File: config.mk
export PLATFORM = sky130hd
export DESIGN_NAME = fft_stage_sequencer
export DESIGN_NICKNAME = d
export VERILOG_FILES = /design/src/rtl/fft_stage_sequencer.sv
export SDC_FILE = /design/constraint.sdc
export NUM_CORES = 1
export LEC_CHECK = 0
export CORE_UTILIZATION = 35
export CTS_BUF_LIST = sky130_fd_sc_hd__clkbuf_16
export DETAILED_ROUTE_END_ITERATION = 16
export HOLD_SLACK_MARGIN = 0.12
export PLACE_DENSITY = 0.6
export SYNTH_ARGS = -nofsm -noshare
export SYNTH_HDL_FRONTEND = slang
export SYNTH_SLANG_ARGS = --single-unit
File: constraint.sdc
create_clock -name clk -period 2.4 [get_ports clk]
set_input_delay 0.24 -clock clk [delete_from_list [all_inputs] [get_ports clk]]
set_output_delay 0.24 -clock clk [all_outputs]
set_load 0.03 [all_outputs]
File: src/rtl/fft_stage_sequencer.sv
// Issue sequencer for an in-place radix-2 FFT: walks every butterfly stage by stage and
// waits for all write-backs of a stage before issuing the next one.
module fft_stage_sequencer #(
  parameter int N             = 32,
  parameter int stage_width   = $clog2($clog2(N)),
  parameter int pair_id_width = $clog2(N/2),
  parameter int cnt_width     = $clog2(N/2) + 1
) (
  input  logic                     clk,
  input  logic                     reset,
  input  logic                     start,
  input  logic                     en,
  input  logic                     d_valid,
  output logic [stage_width-1:0]   stage,
  output logic [pair_id_width-1:0] pair_id,
  output logic                     i_valid,
  output logic                     busy,
  output logic                     done,
  output logic                     error
);

  localparam logic [pair_id_width-1:0] LAST_PAIR  = pair_id_width'(N/2 - 1);
  localparam logic [stage_width-1:0]   LAST_STAGE = stage_width'($clog2(N) - 1);

  typedef enum logic [1:0] {S_IDLE, S_ISSUE, S_DRAIN, S_DONE} state_t;

  state_t               state;
  logic [cnt_width-1:0] outstanding;

  always_ff @(posedge clk) begin
    if (!reset) begin
      state       <= S_IDLE;
      stage       <= '0;
      pair_id     <= '0;
      i_valid     <= 1'b0;
      busy        <= 1'b0;
      done        <= 1'b0;
      error       <= 1'b0;
      outstanding <= '0;
    end else begin
      done <= 1'b0;

      // A butterfly presented this cycle and a write-back in the same cycle cancel out.
      if (i_valid && !d_valid) begin
        outstanding <= outstanding + cnt_width'(1);
      end else if (d_valid && !i_valid) begin
        if (outstanding == '0) error <= 1'b1;
        else                   outstanding <= outstanding - cnt_width'(1);
      end

      case (state)
        S_IDLE: begin
          if (start) begin
            state   <= S_ISSUE;
            stage   <= '0;
            pair_id <= '0;
            i_valid <= en;
            busy    <= 1'b1;
          end
        end
        S_ISSUE: begin
          // pair_id only advances once the current pair has actually been presented.
          if (i_valid && pair_id == LAST_PAIR) begin
            state   <= S_DRAIN;
            i_valid <= 1'b0;
          end else begin
            if (i_valid) pair_id <= pair_id + pair_id_width'(1);
            i_valid <= en;
          end
        end
        S_DRAIN: begin
          if (outstanding == '0) begin
            if (stage == LAST_STAGE) begin
              state <= S_DONE;
              done  <= 1'b1;
              busy  <= 1'b0;
            end else begin
              state   <= S_ISSUE;
              stage   <= stage + stage_width'(1);
              pair_id <= '0;
              i_valid <= 1'b0;
            end
          end
        end
        S_DONE: begin
          state <= S_IDLE;
        end
        default: state <= S_IDLE;
      endcase
    end
  end

endmodule

==> flow_metrics.py, run 1 <==
metrics = {
    "outcome": {
        "status": "finished, final reports clean",
    },
    "logic_synthesis": {
        "yosys-top-cells-area": "dfxtp_1 (30%), ha_1 (14%), nand2_1 (5.3%), nand3_1 (3.8%), a21oi_1 (2.9%)",
        "synth.net_count": 161,
        "synth_seq_cells": 18,
        "synth_top_area_share_pct": 30.2,
        "async_reset_ff_share_pct": 0,
        "netlist_area_sq_um": 1190,
        "synth_most_common_cell": "dfxtp_1",
        "ys_types": 41,
        "yosysTopAreaCell": "dfxtp_1",
        "synthTopCellsByCount": "dfxtp_1 (18), nand2_1 (17), ha_1 (13), nand3_1 (9), inv_1 (8)",
        "synth_edf_count": 0,
        "ys_warn_count": 0,
        "avgSynthCellArea_sq_um": 8.41,
        "post_synth_inst_count": 142,
        "ys_seq_area_share_pct": 30.2,
        "synthFlopType": "dfxtp_1",
    },
    "sta": {
        "worstMarginPinSlew_ps": 514,
        "drv_slew": 0,
        "slew_headroom_pct": 65.6,
        "hold_ws_ps": 496,
        "layout_min_cycle_time_ps": 2110,
        "hold_violations": 0,
        "fmax_mhz": 475,
        "fin_ws_ps": 295,
        "fin_crit_sh_pct": 87.7,
        "rsz0062_at_grt": "false",
        "fin_skew_ps": 4.37,
        "finalSetupViolations": 0,
        "tns_ps": 0,
    },
    "cts": {
        "cts_tree": "built",
        "ctsHoldBuffers": 0,
        "cts_resized": 0,
        "clock_path_buffers": 2,
        "cts_max_level": 1,
        "cts_num_sinks": 18,
        "clock_latency_ps": 250,
        "cts_made_buffers": 3,
        "root_buffer": "clkbuf_16",
        "clk_transition_reported_paths_ps": 60,
        "post_cts_buffers": 0,
    },
    "drt": {
        "remaining_drc_errors": 0,
        "vias": 1102,
        "avgViaCountPerCell": 5.43,
        "first_pass_iters": 4,
        "drt-initial-drc-count": 18,
        "routed_wl_mm": 2.63,
        "ant_nets": 0,
        "wl_per_cell_um": 13.0,
    },
    "placed_design": {
        "port_buffers": 15,
        "hpwl_mm": 1.97,
        "gp_congestion": 0.869,
        "dp_slack_ps": 56.9,
    },
    "critical_path": {
        "cp-endpoint": "outstanding[4]",
        "path_buf_inv": 3,
        "startpoint_type": "primary input",
        "crit_required_ps": 2590,
        "reg2regPathDepth": 7,
        "cp-end-kind": "flop",
        "cp_top_family": "buffers and inverters",
        "r2r_start": "i_valid",
        "cp_max_fo": 7,
        "critical_path_class": "in2reg",
        "r2r_setup_slack_ps": 440,
        "crit_chain": "clkdlybuf4s50_1 > inv_1 > ha_1 > inv_1 > ha_1 > a21o_1 > a21oi_1 > mux2i_1 > nand4b_1",
        "critPathMaxStageDelay_ps": 480,
        "r2r_end": "outstanding[4]",
        "path_depth": 9,
        "cp_slowest_cell": "clkdlybuf4s50_1",
        "startpoint": "d_valid",
        "cp_data_arrival_time_ps": 2300,
    },
    "run": {
        "max_cap_viol_count": 0,
    },
    "global_route": {
        "grt_overflow": 0,
        "antenna_found_initial": 0,
        "grt_pass1_vias": 1033,
        "grt_first_pass_wirelength_mm": 4.51,
        "grt_max_degree": 28,
        "globalRouteTotalUtil_pct": 16.6,
    },
    "layout": {
        "n_antenna_cell": 0,
        "nets": 179,
        "drive_above_1_share_pct": 8.18,
        "seqCellArea_sq_um": 360,
        "fillers": 324,
        "syn_to_final_growth_pct": 24.0,
        "multi_input_area_sq_um": 785,
    },
    "floorplan": {
        "io_pins": 16,
        "die_h_um": 60.4,
        "die_width_um": 60.4,
        "rows": 20,
        "die-area_sq_um": 3650,
        "start_util_pct": 37.9,
        "core_area_sq_um": 3150,
    },
    "power": {
        "ir_drop_uv": 520,
        "p_per_area_nw_per_um2": 1140,
        "finalPower_mw": 1.70,
        "p_leak_nw": 0.579,
    },
    "min_path": {
        "hold_path.class": "reg2reg",
    },
}
-- sequential cells by signal, indices dropped and copies added (netlist names) --
register     count
outstanding      5
pair_id          4
stage            3
state            2
busy             1
done             1
error            1
i_valid          1
-- stage by stage --
stage	std cells	instance area, sq um	utilization (%)
final	203	1480	47.0
after global routing	203	1480	47.0
after CTS	203	1480	47.0
after detailed placement	199	1400	44.5
after global placement	199	1400	44.5
after floorplan	142	1190	-
-- cell type report --
| type | count | area share, % |
|---|---|---|
| repair buffers | 18 | 11.7 |
| clock inverters | 1 | 0.253 |
| well taps | 44 | 3.72 |
| inverters | 8 | 2.03 |
| clock buffers | 3 | 5.07 |
| multi-input cells | 111 | 53.0 |
| flip-flops and latches | 18 | 24.3 |
-- placed cells by master (no fill, tap or decap), types with 2 or more instances in the layout --
master,Yosys,routed
nor2b_1,3,3
nand4b_1,2,2
ha_1,13,13
buf_4,0,3
nand4_1,5,5
a21o_1,2,2
and2_1,2,2
inv_1,8,8
nand2_1,17,17
nand3_1,9,9
clkbuf_16,0,3
clkdlybuf4s50_1,0,15
mux2i_1,3,3
nor2_1,7,7
xor2_1,2,2
or3_1,2,2
o22ai_1,3,3
a21oi_1,7,7
nor3_1,3,3
o21ai_0,6,6
dfxtp_1,18,18
a2111oi_0,2,2
a21boi_0,3,3
a31oi_1,2,2
-- cell families (layout without fill, tap and decap cells) --
| kind of cell | after synthesis | after routing | share of synthesized area (%) |
|---|---|---|---|
| flip-flops | 18 | 18 | 30.2 |
| multiplexers | 3 | 3 | 2.51 |
| AND/OR/NAND/NOR | 57 | 57 | 25.6 |
| XOR/XNOR | 3 | 3 | 2.20 |
| buffers and inverters | 13 | 30 | 4.19 |
| AO/OA/AOI/OAI | 34 | 34 | 20.1 |
| adder cells (fa/ha/maj) | 14 | 14 | 15.3 |
-- worst min path at each step --
stage,startpoint,end,cells past startpoint
floorplan,en,i_valid,1
global placement,error,error,2
detailed placement,busy,busy,2
CTS,busy,busy,2
global route,busy,busy,2
finish,error,error,2
-- worst reg2reg max path, stage by stage, from the launching register on --
cell      delay [ps]
dfxtp_1          350
ha_1             200
inv_1            130
fa_1             430
a21o_1           170
a21oi_1          270
mux2i_1          240
nand4b_1         120
-- where the power goes --
part,internal (mW),switching [mW]
Combinational,0.391,0.480
Clock,0.222,0.122
Sequential,0.373,0.108
-- routing by layer --
metal	part of all wire [%]	wire length (um)	global-route usage [%]	vias to the layer above
met3	3.8	101	4.26	4
met5	0	0	0	-
met1	47	1230	19.4	523
li1	-	-	-	554
met4	1.2	32	6.49	0
met2	48	1260	28.9	21
No activity file was read; power rests on OpenSTA's default activity.
==> inputs of run 2 (changes only) <==
- CORE_MARGIN: not set -> 4
- CTS_CLUSTER_DIAMETER: not set -> 80
==> run 2 against run 1 <==
Compared with the run above: non-clock buffer count stayed put; sequential share of layout area stayed put; largest power group unchanged; sequential power hardly changed; critical path depth stayed put; maximum frequency is 1.9% higher; worst setup slack better by 39 ps; power is 0.48% lower; flip-flop and latch count stayed put; via count is 1.4% lower; count of clock-buffer cells in the layout stayed put.
==> flow_metrics.py, run 2 (synthesis results as in run 1) <==
metrics = {
    "global_route": {
        "grt_first_pass_wirelength_mm": 4.68,
        "grt_pass1_vias": 1051,
        "globalRouteTotalUtil_pct": 13.7,
        "grt_overflow": 0,
        "grt_max_degree": 28,
        "antenna_found_initial": 0,
    },
    "critical_path": {
        "cp_data_arrival_time_ps": 2200,
        "cp_max_fo": 7,
        "crit_required_ps": 2540,
        "cp-end-kind": "flop",
        "critical_path_class": "in2reg",
        "startpoint_type": "primary input",
    },
    "cts": {
        "cts_tree": "built",
        "post_cts_buffers": 0,
        "ctsHoldBuffers": 0,
        "clk_transition_reported_paths_ps": 60,
        "cts_made_buffers": 3,
        "clock_path_buffers": 2,
        "cts_num_sinks": 18,
        "clock_latency_ps": 250,
        "cts_resized": 0,
        "cts_max_level": 1,
        "root_buffer": "clkbuf_16",
    },
    "layout": {
        "final_common_cell": "dfxtp_1",
        "nets": 179,
        "fillers": 322,
        "seqCellArea_sq_um": 360,
        "drive_above_1_share_pct": 8.18,
        "final_cell_mix": "dfxtp_1 (18), nand2_1 (17), clkdlybuf4s50_1 (15)",
        "top_register": "outstanding",
        "top_regs": "outstanding (5), pair_id (4), stage (3)",
        "largest_reg_flops": 5,
        "n_antenna_cell": 0,
        "syn_to_final_growth_pct": 24.0,
        "multi_input_area_sq_um": 785,
    },
    "sta": {
        "layout_min_cycle_time_ps": 2070,
        "drv_slew": 0,
        "fin_skew_ps": 7.32,
        "tns_ps": 0,
        "finalSetupViolations": 0,
        "hold_violations": 0,
        "fin_crit_sh_pct": 86.1,
        "fmax_mhz": 484,
        "worstMarginPinSlew_ps": 524,
        "rsz0062_at_grt": "false",
        "slew_headroom_pct": 65.0,
    },
    "floorplan": {
        "die_h_um": 66.4,
        "die-area_sq_um": 4410,
        "rows": 20,
        "start_util_pct": 37.9,
        "io_pins": 16,
        "die_width_um": 66.4,
        "core_area_sq_um": 3150,
    },
    "drt": {
        "wl_per_cell_um": 12.9,
        "vias": 1087,
        "routed_wl_mm": 2.61,
        "avgViaCountPerCell": 5.35,
        "drt-initial-drc-count": 48,
        "first_pass_iters": 4,
        "ant_nets": 0,
        "remaining_drc_errors": 0,
    },
    "power": {
        "p_leak_nw": 0.579,
        "p_clk_share_pct": 20.3,
        "swShare_pct": 41.7,
        "finalPower_mw": 1.69,
        "switching_power_mw": 0.703,
        "internal_power_mw": 0.984,
        "p_comb_share_pct": 51.4,
        "p_seq_share_pct": 28.4,
        "p_per_area_nw_per_um2": 1140,
        "ir_drop_uv": 508,
    },
    "placed_design": {
        "port_buffers": 15,
        "hpwl_mm": 1.96,
        "gp_congestion": 0.831,
    },
    "min_path": {
        "hold_path.class": "reg2reg",
    },
    "outcome": {
        "status": "finished, final reports clean",
    },
    "run": {
        "max_cap_viol_count": 0,
    },
}
==> run 2: critical path, cell delays in order <==
cell and delay [ps]:
clkdlybuf4s50_1 480, inv_1 50, ha_1 210, inv_1 200, ha_1 310, a21o_1 190, a21oi_1 250, mux2i_1 100
nand4b_1 160
==> run 2: routing by layer <==
metal | part of all wire (%) | up-vias | GRT usage [%]
met1 | 47 | 503 | 17.2
met4 | 2.0 | 0 | 6.35
met5 | 0 | - | 0
met3 | 3.7 | 4 | 2.55
met2 | 47 | 25 | 22.3
li1 | - | 555 | -
==> run 2: stage by stage <==
stage               area (sq um)  utilization, %  hold WS, ps  setup WS (ps)  std cells
finish                      1480            47.0          488            334        203
global route                1480            47.0          542            157        203
CTS                         1480            47.0          497            344        203
detailed placement          1400            44.5          480           75.8        199
global placement            1400            44.5          474            152        199
floorplan                   1190               -          402            327        142
==> run 2: final timing paths <==
| kind | startpoint | endpoint | slack (ps) | cells past startpoint |
|---|---|---|---|---|
| setup / recovery | d_valid | outstanding[4] | 330 | 9 |
| hold / removal | error | error | 490 | 2 |
| setup reg to reg | stage[0] | pair_id[3] | 460 | 6 |
| hold reg to reg | error | error | 490 | 2 |
==> run 2: layout make-up <==
cell class	instances	area share (%)
tap	44	3.72
multi-input combinational	111	53.0
sequential	18	24.3
clock inverter	1	0.253
clock buffer	3	5.07
timing repair buffer	18	11.7
inverter	8	2.03
==> run 2: power groups by stage <==
stage	registers (mW)	logic [mW]	clock network (mW)
2_1_floorplan	0.512	0.615	0
3_3_place_gp	0.483	0.853	0
3_5_place_dp	0.486	0.868	0
4_1_cts	0.481	0.873	0.350
5_1_grt	0.500	0.993	0.366
6_report	0.479	0.867	0.342
